File: src/rtl/swu_pkg.sv
// Shared constants and FSM state type for the sliding-window unit ECG word writer.
package swu_pkg;
    localparam int DEPTH = 29;
    localparam int AW    = 5;
    localparam int DW    = 32;
    localparam int IN_W  = 2;
    localparam int CPW   = DW / IN_W;
    localparam int CW    = (CPW > 1) ? $clog2(CPW) : 1;

    typedef enum logic [1:0] {IDLE, FILL, FLUSH, DONE} swu_wr_state_t;
endpackage

File: src/rtl/swu_pack_wr_if.sv
// Chunk stream in, RAM write port out; slave side belongs to the packer.
interface swu_pack_wr_if;
    import swu_pkg::*;

    logic            valid;
    logic [IN_W-1:0] data;
    logic            last;
    logic            ready;
    logic            we;
    logic [AW-1:0]   addr;
    logic [DW-1:0]   wdata;

    modport slave  (input valid, data, last, output ready, we, addr, wdata);
    modport master (output valid, data, last, input ready, we, addr, wdata);
endinterface

File: src/rtl/swu_word_packer.sv
// MSB-first chunk shift register; provides the completed word and a left-justified padded partial word.
module swu_word_packer
    import swu_pkg::*;
(
    input  logic            clk,
    input  logic            rst,
    input  logic            clr_i,
    input  logic            acc_i,
    input  logic [IN_W-1:0] data_i,
    output logic            word_ready_o,
    output logic [DW-1:0]   full_word_o,
    output logic [DW-1:0]   pad_word_o
);
    logic [DW-1:0] sreg_q, sreg_d;
    logic [CW-1:0] cnt_q, cnt_d;
    logic [CW:0]   rem;

    assign full_word_o  = {sreg_q[DW-IN_W-1:0], data_i};
    assign word_ready_o = acc_i && (cnt_q == CW'(CPW - 1));
    // cnt_q chunks sit in the LSBs; shift the empty slots out to the bottom.
    assign rem          = (CW+1)'(CPW) - {1'b0, cnt_q};
    assign pad_word_o   = sreg_q << (rem * IN_W);

    always_comb begin
        sreg_d = sreg_q;
        cnt_d  = cnt_q;
        if (clr_i || word_ready_o) begin
            sreg_d = '0;
            cnt_d  = '0;
        end else if (acc_i) begin
            sreg_d = full_word_o;
            cnt_d  = cnt_q + 1'b1;
        end
    end

    always_ff @(posedge clk or posedge rst) begin
        if (rst) begin
            sreg_q <= '0;
            cnt_q  <= '0;
        end else begin
            sreg_q <= sreg_d;
            cnt_q  <= cnt_d;
        end
    end
endmodule

File: src/rtl/swu_pack_wr.sv
// Packs an ECG chunk stream into DW-bit words and writes them to the frame buffer RAM from address 0.
module swu_pack_wr
    import swu_pkg::*;
(
    input  logic          clk,
    input  logic          rst,
    input  logic          start_i,
    swu_pack_wr_if.slave  bus,
    output logic          busy_o,
    output logic          frame_done_o,
    output logic [AW:0]   word_cnt_o,
    output logic          overflow_o
);
    swu_wr_state_t state_q;
    logic [AW-1:0] addr_q, ram_addr_q;
    logic [AW:0]   wcnt_q;
    logic [DW-1:0] wdata_q;
    logic          ram_we_q, done_q, ovf_q;
    logic          acc, clr, word_ready;
    logic [DW-1:0] full_word, pad_word;

    assign bus.ready    = (state_q == FILL);
    assign acc          = bus.ready && bus.valid;
    assign clr          = (state_q == IDLE) && start_i;
    assign bus.we       = ram_we_q;
    assign bus.addr     = ram_addr_q;
    assign bus.wdata    = wdata_q;
    assign busy_o       = (state_q == FILL) || (state_q == FLUSH);
    assign frame_done_o = done_q;
    assign word_cnt_o   = wcnt_q;
    assign overflow_o   = ovf_q;

    swu_word_packer u_packer (
        .clk          (clk),
        .rst          (rst),
        .clr_i        (clr),
        .acc_i        (acc),
        .data_i       (bus.data),
        .word_ready_o (word_ready),
        .full_word_o  (full_word),
        .pad_word_o   (pad_word)
    );

    always_ff @(posedge clk or posedge rst) begin
        if (rst) begin
            state_q    <= IDLE;
            addr_q     <= '0;
            ram_addr_q <= '0;
            wcnt_q     <= '0;
            wdata_q    <= '0;
            ram_we_q   <= 1'b0;
            done_q     <= 1'b0;
            ovf_q      <= 1'b0;
        end else begin
            ram_we_q <= 1'b0;
            done_q   <= 1'b0;
            case (state_q)
                IDLE: if (start_i) begin
                    addr_q  <= '0;
                    wcnt_q  <= '0;
                    ovf_q   <= 1'b0;
                    state_q <= FILL;
                end
                FILL: if (acc) begin
                    if (word_ready) begin
                        ram_we_q   <= 1'b1;
                        ram_addr_q <= addr_q;
                        wdata_q    <= full_word;
                        addr_q     <= addr_q + 1'b1;
                        wcnt_q     <= wcnt_q + 1'b1;
                        if (bus.last) begin
                            state_q <= DONE;
                        end else if (addr_q == AW'(DEPTH - 1)) begin
                            state_q <= DONE;
                            ovf_q   <= 1'b1;
                        end
                    end else if (bus.last) begin
                        state_q <= FLUSH;
                    end
                end
                FLUSH: begin
                    ram_we_q   <= 1'b1;
                    ram_addr_q <= addr_q;
                    wdata_q    <= pad_word;
                    addr_q     <= addr_q + 1'b1;
                    wcnt_q     <= wcnt_q + 1'b1;
                    state_q    <= DONE;
                end
                // Pulse lands in the cycle after the final write in every path.
                DONE: begin
                    done_q  <= 1'b1;
                    state_q <= IDLE;
                end
                default: state_q <= IDLE;
            endcase
        end
    end
endmodule

File: src/flat_wrapper.sv
// flat-port wrapper written by rule: the top's interface ports become plain ports
module swu_pack_wr_flat import swu_pkg::*;
  (clk, rst, start_i, busy_o, frame_done_o, word_cnt_o, overflow_o, bus_valid, bus_data, bus_last, bus_ready, bus_we, bus_addr, bus_wdata);
  swu_pack_wr_if bus_i ();
  input  logic clk;
  input  logic rst;
  input  logic start_i;
  output logic busy_o;
  output logic frame_done_o;
  output logic [AW:0] word_cnt_o;
  output logic overflow_o;
  input wire logic [$bits(bus_i.valid)-1:0] bus_valid;
  input wire logic [$bits(bus_i.data)-1:0] bus_data;
  input wire logic [$bits(bus_i.last)-1:0] bus_last;
  output wire logic [$bits(bus_i.ready)-1:0] bus_ready;
  output wire logic [$bits(bus_i.we)-1:0] bus_we;
  output wire logic [$bits(bus_i.addr)-1:0] bus_addr;
  output wire logic [$bits(bus_i.wdata)-1:0] bus_wdata;
  assign bus_i.valid = bus_valid;
  assign bus_i.data = bus_data;
  assign bus_i.last = bus_last;
  assign bus_ready = bus_i.ready;
  assign bus_we = bus_i.we;
  assign bus_addr = bus_i.addr;
  assign bus_wdata = bus_i.wdata;
  swu_pack_wr u_core (.clk(clk), .rst(rst), .start_i(start_i), .bus(bus_i), .busy_o(busy_o), .frame_done_o(frame_done_o), .word_cnt_o(word_cnt_o), .overflow_o(overflow_o));
endmodule
File: config.mk
export PLATFORM = sky130hd
export DESIGN_NAME = swu_pack_wr_flat
export DESIGN_NICKNAME = d
export VERILOG_FILES = /design/src/rtl/swu_pkg.sv /design/src/rtl/swu_pack_wr_if.sv /design/src/rtl/swu_word_packer.sv /design/src/rtl/swu_pack_wr.sv /design/src/flat_wrapper.sv
export SDC_FILE = /design/constraint.sdc
export NUM_CORES = 1
export LEC_CHECK = 0
export CORE_MARGIN = 5
export CORE_UTILIZATION = 38
export DETAILED_ROUTE_END_ITERATION = 6
export PLACE_DENSITY = 0.6
export REMOVE_ABC_BUFFERS = 1
export SYNTH_ARGS = -nofsm -noshare
export SYNTH_HDL_FRONTEND = slang
export SYNTH_SLANG_ARGS = --single-unit
File: constraint.sdc
create_clock -name clk -period 4.1 [get_ports clk]
set_clock_uncertainty 0.1 [all_clocks]
set_input_delay 0.41 -clock clk [delete_from_list [all_inputs] [get_ports clk]]
set_output_delay 0.41 -clock clk [all_outputs]
set_load 0.05 [all_outputs]
==> metrics.txt, run 1 <==
crit-path cells=inv_1, ha_1, clkinv_1, buf_4, o22ai_4, buf_4, nor2_1, a31oi_1; All-Layer GR Usage=17.98%; worst path bufs/invs=4; switching share of total power=47.70%; CTS Buffer Depth=2; gp weighted congestion=0.9386; fmax=325.0 MHz; Post-CTS Hold Fix Bufs=0; initial antenna violation count=0; Post-synth EDFFs=0; Post-Syn Instances=567; gr ovfl total=0; commonest cells after routing, fill and taps aside=nand2_1 (108), dfrtp_1 (89), a21oi_1 (59), clkdlybuf4s50_1 (54), nor2_1 (39); CP delay by family, top=buffers and inverters; first-pass GRT wire length=23660 um; internal power=2.796 mW; Cell Pwr Density=837.7 nW/um2; Post-DRT Antenna Nets=0; period utilisation layout=75.04%; Vias/cell=5.602; clock network power share=18.3%; NumNets Final=620; Final Slew Violations=0; post-layout min period=3076 ps; Fillers=1292; post-cts sizing count=0; synthesized area per cell=9.447 um2; CTS H-tree depth=3; share of layout cells above drive strength 1=11.00%; Crit path depth=8; Net Sw Power=2.550 mW; worst hold path type=in2async; Total Routed Length=14210 um; # port buffers=54; CP Capture Type=register; Final Core Density=46.15%; final instance area=6381 um2; clock sink count=89; Antenna Diode Count=0; kind of critical path=reg2reg; maximum vdd drop=0.0005083 V; Root Driver=clkbuf_16; Sequential Power Share=25.0%; CP arrival=3240 ps; Setup Buffers After CTS=0; DIE WIDTH=128.7 um; post-DP HPWL=9581 um; via count=4420; Final Hold Viols=0; DRT iter0 DRCs=375; Synthesis Warnings=0; critical-path maximum fanout=32; worst-margin pin slew=936.9 ps; pin count of the biggest net entering global routing=41; total core area=13830 um2; status=finished clean; Die Height=128.7 um; Layout area overhead=19.13%; CTS clk-pin slew, worst paths=70 ps; Initial Utilization=38.74%; commonest non-fill, non-tap cell in the layout=nand2_1; setup violators final=0; Leak=2.673 nW; vias in the first global route=4418; max_slew headroom=37.54%; Power Total=5.345 mW; Worst path max stage delay=730 ps; Skew-Pair Late Insertion Delay=350 ps; Site Rows=43; dominant synthesized flop cell=dfrtp_1; Worst Hold Margin=339.0 ps; CP required=4260 ps; Combinational Power Share=56.8%; sequential area share after synthesis=41.58%; drt wl/cell=18.01 um; CP max stage cell=o22ai_4; synthesized area=5356 um2; Seq cells post-synth=89; worst reg2reg path depth=8; die area=16570 um2; Cell variety after synth=58; RSZ-0062 raised after global routing=no; Placed Area=6026 um2; CTS Buf Count=9; drc violations=0; critical path launch point type=register; CP dominant cell by count=buf_4; max-cap violations=0; CTS tree=built; FFs w/ async S/R, synth=100.0%; Top Ports=55; DRT Pass-1 Iters=5
[layout make-up]
type / count / area, um2 / share of cell area (%)
Clock inverter: 4 / 98.84 / 1.549
Inverter: 27 / 102.6 / 1.608
Clock buffer: 12 / 256.5 / 4.020
Tap cell: 180 / 225.2 / 3.529
Multi-Input combinational cell: 409 / 2813 / 44.08
Timing Repair Buffer: 68 / 658.1 / 10.31
Sequential cell: 89 / 2227 / 34.90
[sequential cells by signal, indices dropped and copies added, names as in the netlist, 2 cells and up]
name / cells
u_core.u_packer.cnt_q: 4
u_core.u_packer.sreg_q: 32
u_core.bus.addr: 5
u_core.addr_q: 5
u_core.bus.wdata: 32
u_core.word_cnt_o: 6
u_core.state_q: 2
[power by group through the flow]
| stage | Combinational (mW) | Sequential [mW] | Clock (mW) |
|---|---|---|---|
| after CTS | 3.04 | 1.34 | 0.997 |
| after floorplan | 1.43 | 1.97 | 0 |
| after global routing | 3.25 | 1.38 | 1.03 |
| after detailed placement | 3.03 | 1.35 | 0 |
| after global placement | 2.98 | 1.34 | 0 |
| final | 3.03 | 1.34 | 0.976 |
[kinds of logic (layout without fill, tap and decap cells)]
kind of cell	after synthesis	count (layout)	share of synthesized area (%)
AO/OA/AOI/OAI	153	153	18.66
XOR/XNOR	5	5	1.098
adder cells (fa/ha/maj)	9	9	2.102
buffers and inverters	69	111	6.120
flip-flops	89	89	41.58
multiplexers	58	58	15.88
AND/OR/NAND/NOR	184	184	14.55
[cells in the mapped netlist (3+ instances only)]
| cell type | n | share of area [%] |
|---|---|---|
| nor3b_1 | 4 | 0.56 |
| nor3_1 | 6 | 0.56 |
| o221ai_1 | 8 | 1.3 |
| o21ai_1 | 16 | 1.5 |
| mux2_1 | 4 | 0.84 |
| nand3_1 | 6 | 0.56 |
| a21oi_1 | 60 | 5.6 |
| dfrtp_1 | 89 | 42 |
| a31oi_1 | 4 | 0.47 |
| mux4_2 | 18 | 7.6 |
| buf_6 | 4 | 0.84 |
| nand2b_1 | 5 | 0.58 |
| o22a_1 | 4 | 0.65 |
| a22o_1 | 5 | 0.82 |
| nor2_1 | 39 | 2.7 |
| o21ai_0 | 7 | 0.65 |
| o31ai_1 | 4 | 0.56 |
| inv_1 | 23 | 1.6 |
| a221oi_1 | 4 | 0.65 |
| nand4_1 | 3 | 0.35 |
| mux2_4 | 6 | 1.7 |
| buf_2 | 16 | 1.5 |
| a222oi_1 | 6 | 1.1 |
| a22oi_1 | 3 | 0.42 |
| clkbuf_1 | 18 | 1.3 |
| nand2_1 | 108 | 7.6 |
| mux2_2 | 5 | 1.1 |
| ha_1 | 9 | 2.1 |
| mux2i_1 | 24 | 4.5 |
| a32oi_1 | 6 | 0.98 |
| inv_2 | 3 | 0.21 |
| a21o_1 | 5 | 0.70 |
| nor2b_1 | 5 | 0.58 |
| o21a_1 | 10 | 1.4 |
[per-stage QoR]
stage               std cells  setup TNS, ps  setup slack (ps)
global placement          773              0              1121
detailed placement        773              0              1067
global route              789              0             756.7
CTS                       789              0              1044
floorplan                 525         -161.5            -71.07
finish                    789              0              1024
[layer usage]
layer  wire, um  track usage [%]  vias up
li1           -                -     2100
met1       6624            25.21     2165
met2       6389            26.43      132
met3        880            4.566       23
met4        316            7.659        0
met5          0                0        -
[worst reg2reg max path: stages (launching register included)]
cell and delay (ps):
dfrtp_1 430, inv_1 100, ha_1 610, clkinv_1 200
buf_4 250, o22ai_4 740, buf_4 350, nor2_1 60
a31oi_1 150
[final timing paths]
| kind | startpoint | to | slack, ps |
|---|---|---|---|
| hold / removal | rst | u_core.u_packer.sreg_q[20] | 340 |
| min in group clk | u_core.bus.addr[4] | u_core.bus.addr[4] | 370 |
| hold reg to reg | u_core.bus.addr[4] | u_core.bus.addr[4] | 370 |
| setup reg to reg | u_core.state_q[0] | u_core.bus.wdata[28] | 1020 |
| max in group asynchronous | rst | u_core.bus.wdata[24] | 2760 |
| setup / recovery | u_core.state_q[0] | u_core.bus.wdata[28] | 1020 |
Note: power is estimated with default switching activity, not from simulation.
==> run 2, diff against run 1 <==
==> constraint.sdc (replaced) <==
create_clock -name clk -period 3.2 [get_ports clk]
set_clock_uncertainty 0.1 [all_clocks]
set_input_delay 0.32 -clock clk [delete_from_list [all_inputs] [get_ports clk]]
set_output_delay 0.32 -clock clk [all_outputs]
set_load 0.05 [all_outputs]
==> run 2 against run 1 <==
Against the previous run: cell count up 0.89%; register-to-register slack got worse by 620 ps; cell area hardly changed; combinational power up 30%; core utilization about the same; first-iteration DRC count is 22% higher; critical endpoint is now u_core.bus.wdata[23]; largest cell class unchanged.
==> metrics.txt, run 2 (synthesis gave the netlist of run 1 again) <==
Power Total=6.723 mW; CP required=3330 ps; DIE WIDTH=128.7 um; NumNets Final=627; drc violations=0; Setup Buffers After CTS=0; Antenna Diode Count=0; Final Slew Violations=0; die area=16570 um2; # port buffers=54; clock sink count=89; Cell Pwr Density=1055 nW/um2; vias in the first global route=4395; setup TNS=0 ps; flop2flop setup slack=400 ps; post-cts sizing count=0; period utilisation layout=87.47%; CTS Buffer Depth=2; Leak=2.676 nW; worst hold path type=in2async; DRT iter0 DRCs=456; Root Driver=clkbuf_16; GR Layer Usage met2=27.90%; drt wl/cell=18.66 um; kind of critical path=reg2reg; commonest non-fill, non-tap cell in the layout=nand2_1; max_slew headroom=17.76%; CP arrival=2930 ps; post-layout min period=2799 ps; share of layout cells above drive strength 1=12.01%; Die Height=128.7 um; max-cap violations=0; CP max stage cell=dfrtp_1; critical path launch point type=register; post-DP HPWL=10160 um; All-Layer GR Usage=18.67%; Top Ports=55; CP Capture Type=register; maximum vdd drop=0.0006083 V; CTS tree=built; setup violators final=0; total core area=13830 um2; via count=4478; Worst Hold Margin=223.6 ps; pin count of the biggest net entering global routing=38; RSZ-0062 raised after global routing=no; CTS H-tree depth=3; worst-margin pin slew=1234 ps; Critical Path Start=u_core.u_packer.cnt_q[1]; # placed instances=780; CP dominant cell by count=inv_1; gr ovfl total=0; DRT Pass-1 Iters=6; end of the critical path=u_core.bus.wdata[23]; Worst R2R Start=u_core.u_packer.cnt_q[1]; CTS clk-pin slew, worst paths=70 ps; Final Hold Viols=0; Layout Cells excl Fill=796; Skew-Pair Late Insertion Delay=350 ps; first-pass GRT wire length=24500 um; Worst path max stage delay=500 ps; commonest cells after routing, fill and taps aside=nand2_1 (108), dfrtp_1 (89), a21oi_1 (59), clkdlybuf4s50_1 (54), nor2_1 (39); status=finished clean; Vias/cell=5.626; Place WS=446.9 ps; met1 Use GR=27.58%; post-route worst setup slack=401.0 ps; initial antenna violation count=0; Post-CTS Hold Fix Bufs=0; GRT Max-Usage Layer=met2; critical-path maximum fanout=19; Post-DRT Antenna Nets=0; CTS Buf Count=9; Final Core Density=46.10%; gp weighted congestion=0.8729; Total Routed Length=14850 um; Site Rows=43; R2R Path End=u_core.bus.wdata[23]; met3 Use GR=3.238%; worst reg2reg path depth=8; final instance area=6375 um2; Placed Area=6078 um2; fmax=357.3 MHz; Initial Utilization=38.74%; Layout area overhead=19.01%; crit-path cells=inv_1, ha_1, buf_4, mux2i_1, inv_1, mux4_2, a222oi_1, a21oi_1
==> run 2: changes by cell type in the layout (fill, tap and decap cells not counted) <==
cell,previous run,this run
buf_4,13,20
bufinv_16,3,1
clkbuf_8,2,0
clkinvlp_4,0,2
clkinv_2,1,2
inv_6,0,1
==> run 2: how the worst min path moves through the flow <==
| stage | depth (start not counted) | startpoint | to | slack (ps) |
|---|---|---|---|---|
| CTS | 2 | rst | u_core.addr_q[3] | 250 |
| floorplan | 1 | start_i | u_core.u_packer.cnt_q[2] | 310 |
| global placement | 2 | u_core.bus.addr[3] | u_core.bus.addr[3] | 360 |
| global route | 2 | rst | u_core.addr_q[3] | 290 |
| detailed placement | 2 | u_core.bus.addr[2] | u_core.bus.addr[2] | 370 |
| finish | 2 | rst | u_core.u_packer.sreg_q[0] | 220 |
==> run 2: cell type report <==
cell class                      instances  area [um2]
Timing Repair Buffer                   75       710.7
Fill cell                            1329        7452
Inverter                               27       102.6
Multi-Input combinational cell        409        2813
Clock inverter                          6       67.56
Clock buffer                           10       229.0
Sequential cell                        89        2227
Tap cell                              180       225.2
==> run 2: critical path: cells and delay by family, from the launching register on <==
family                   cells  cell delay (ps)
flip-flops                   1              500
adder cells (fa/ha/maj)      1              330
multiplexers                 2              840
buffers and inverters        3              480
AO/OA/AOI/OAI                2              420
==> run 2: report_power, final <==
group | total (mW) | switching, mW | internal [mW]
Clock | 1.08 | 0.472 | 0.608
Sequential | 1.70 | 0.259 | 1.44
Combinational | 3.94 | 2.58 | 1.36
Total | 6.72 | 3.31 | 3.41
==> run 2: per-layer routing <==
| layer | up-vias | routed length (um) |
|---|---|---|
| met1 | 2221 | 7129 |
| met2 | 131 | 6645 |
| met3 | 11 | 886 |
| met5 | - | 0 |
| met4 | 0 | 193 |
| li1 | 2115 | - |
==> run 3, diff against run 2 <==
--- a/config.mk
+++ b/config.mk
@@ -8,8 +8,9 @@
 export CORE_MARGIN = 5
 export CORE_UTILIZATION = 38
 export DETAILED_ROUTE_END_ITERATION = 6
-export PLACE_DENSITY = 0.6
+export PLACE_DENSITY = 0.55
 export REMOVE_ABC_BUFFERS = 1
 export SYNTH_ARGS = -nofsm -noshare
 export SYNTH_HDL_FRONTEND = slang
+export SYNTH_HIERARCHICAL = 1
 export SYNTH_SLANG_ARGS = --single-unit
==> run 3 against run 2 <==
Against the previous run: sequential share of layout area increased by 0.41 points; first-iteration DRC count is 62% lower; area after synthesis is 4.3% higher; cell area fell by 1.2%; core utilization shrank 2.6 points; power down 11%; via count is 13% lower; global-route usage down 3.8 points; register-to-register slack got worse by 50 ps; hold slack gained 11 ps.
==> metrics.txt, run 3 <==
status=finished clean; CP arrival=3010 ps; Seq cells post-synth=89; clock sink count=89; Cell Pwr Density=953.1 nW/um2; top post-synthesis cells by area=dfrtp_1 (40%), mux2i_1 (22%), buf_4 (4.6%); internal power=3.214 mW; Initial Utilization=38.59%; Leak=2.706 nW; Post-Syn Instances=557; commonest cells after routing, fill and taps aside=mux2i_1 (125), dfrtp_1 (89), nor2_1 (57), nand2_1 (55), clkdlybuf4s50_1 (54); die area=17230 um2; vias in the first global route=4103; CP required=3370 ps; Combinational Power Share=54.9%; # port buffers=54; Sequential Power Share=26.9%; Cell variety after synth=48; CTS H-tree depth=3; first-pass GRT wire length=21340 um; Post-synth EDFFs=0; Placed Area=5995 um2; total core area=14480 um2; R2R Path End=u_core/addr_q[4]; synthesized area per cell=10.03 um2; commonest non-fill, non-tap cell in the layout=mux2i_1; drt wl/cell=16.25 um; Die Height=131.3 um; share of layout cells above drive strength 1=10.47%; gr ovfl total=0; Total Routed Length=12300 um; share of the synthesized area in the top cell type=39.86%; final instance area=6301 um2; FFs w/ async S/R, synth=100.0%; initial antenna violation count=0; DIE WIDTH=131.3 um; post-route worst setup slack=355.0 ps; flop2flop setup slack=360 ps; synthesized area=5588 um2; CTS clk-pin slew, worst paths=70 ps; Place WS=269.3 ps; most common cell in the netlist=mux2i_1; post-DP HPWL=8636 um; clock network power share=18.2%; fmax=351.5 MHz; CP Capture Type=register; setup TNS=0 ps; maximum vdd drop=0.0005524 V; post-layout min period=2845 ps; max_slew headroom=45.12%; Antenna Diode Count=0; worst reg2reg path depth=9; Layout area overhead=12.76%; Final Hold Viols=0; max-cap violations=0; Site Rows=44; worst-margin pin slew=821.4 ps; NumNets Final=585; kind of critical path=reg2reg; pin count of the biggest net entering global routing=39; Net Sw Power=2.791 mW; via count=3899; Final Slew Violations=0; Synthesis Warnings=6; Skew-Pair Late Insertion Delay=350 ps; gp weighted congestion=0.8696; critical-path maximum fanout=20; CTS tree=built; All-Layer GR Usage=14.84%; switching share of total power=46.48%; DRT Pass-1 Iters=4; Worst R2R Start=u_core/state_q[1]; critical path launch point type=register; Root Driver=clkbuf_16; DRT iter0 DRCs=174; Vias/cell=5.151; top cells by count, synth=mux2i_1 (125), dfrtp_1 (89), nor2_1 (58), nand2_1 (55), o21ai_0 (46); worst hold path type=in2async; Yosys top cell by area=dfrtp_1; # placed instances=741; Top Ports=55; Post-DRT Antenna Nets=0; period utilisation layout=88.91%; sequential area share after synthesis=39.86%; RSZ-0062 raised after global routing=no; dominant synthesized flop cell=dfrtp_1; Layout Cells excl Fill=757; drc violations=0; setup violators final=0; CTS Buf Count=9; Worst Hold Margin=234.6 ps; CTS Buffer Depth=2
-- run 3: cell count changes after synthesis, sizes merged, moves of 9 or more --
cell / delta
a21oi: -49
buf: +41
clkbuf: -15
inv: -15
mux2: -9
mux2i: +100
mux4: -11
nand2: -52
nor2: +19
o21ai: +23
o22ai: +16
-- run 3: worst max path at each step --
stage	from	endpoint	cells past startpoint
6_report	u_core/state_q[1]	u_core/addr_q[4]	9
5_1_grt	u_core/state_q[1]	u_core/addr_q[4]	9
4_1_cts	u_core/state_q[1]	u_core/addr_q[4]	9
3_5_place_dp	u_core/state_q[1]	u_core/addr_q[4]	9
3_3_place_gp	bus_valid	u_core/addr_q[4]	8
2_1_floorplan	u_core/state_q[1]	u_core/addr_q[4]	9
-- run 3: per-stage QoR --
stage / utilization, % / power, mW
3_5_place_dp: 41.40 / 4.946
3_3_place_gp: 41.40 / 4.887
4_1_cts: 43.50 / 6.071
2_1_floorplan: - / 4.042
5_1_grt: 43.52 / 6.405
6_report: 43.52 / 6.006
-- run 3: kinds of logic after synthesis --
| group | synth area share [%] |
|---|---|
| AOI/OAI and AO/OA | 9.763 |
| DFF | 39.86 |
| xor gates and xnor gates | 0.7615 |
| and+or+nand+nor | 11.31 |
| buffers and inverters | 9.382 |
| muxes | 26.69 |
| adders and majority gates | 2.239 |
-- run 3: power groups by stage --
stage,clock [mW],combinational [mW],sequential [mW]
after CTS,1.13,3.32,1.62
final,1.09,3.30,1.62
after global placement,0,3.26,1.63
after floorplan,0,1.95,2.09
after global routing,1.18,3.56,1.66
after detailed placement,0,3.31,1.64
-- run 3: critical path, stage by stage, from the launching register on --
cell	delay, ps
dfrtp_1	420
inv_1	130
ha_1	290
and2_2	230
nand2_1	100
nor2_2	250
nand2_1	140
a211o_1	530
or2_2	380
o31ai_1	190
-- run 3: repair_timing --
action | CTS | global route
resized for setup | 0 | 1
hold buffers | 0 | 0
buffers inserted | 0 | 0
setup endpoints to repair | 0 | 2
-- run 3: final cells by class --
cell class                 count  area, um2
clock buffer                  10      239.0
tap                          184      230.2
clock inverter                 6      65.06
fill                        1405       8178
sequential                    89       2227
inverter                      11      43.79
multi-input combinational    389       2850
timing repair buffer          68      645.6
-- run 3: routing by layer --
metal | GRT usage (%) | up-vias | wire length, um
met5 | 0 | - | 0
met4 | 3.657 | 0 | 129
met3 | 4.625 | 11 | 562
met2 | 23.25 | 56 | 5636
met1 | 20.12 | 1897 | 5974
li1 | - | 1935 | -
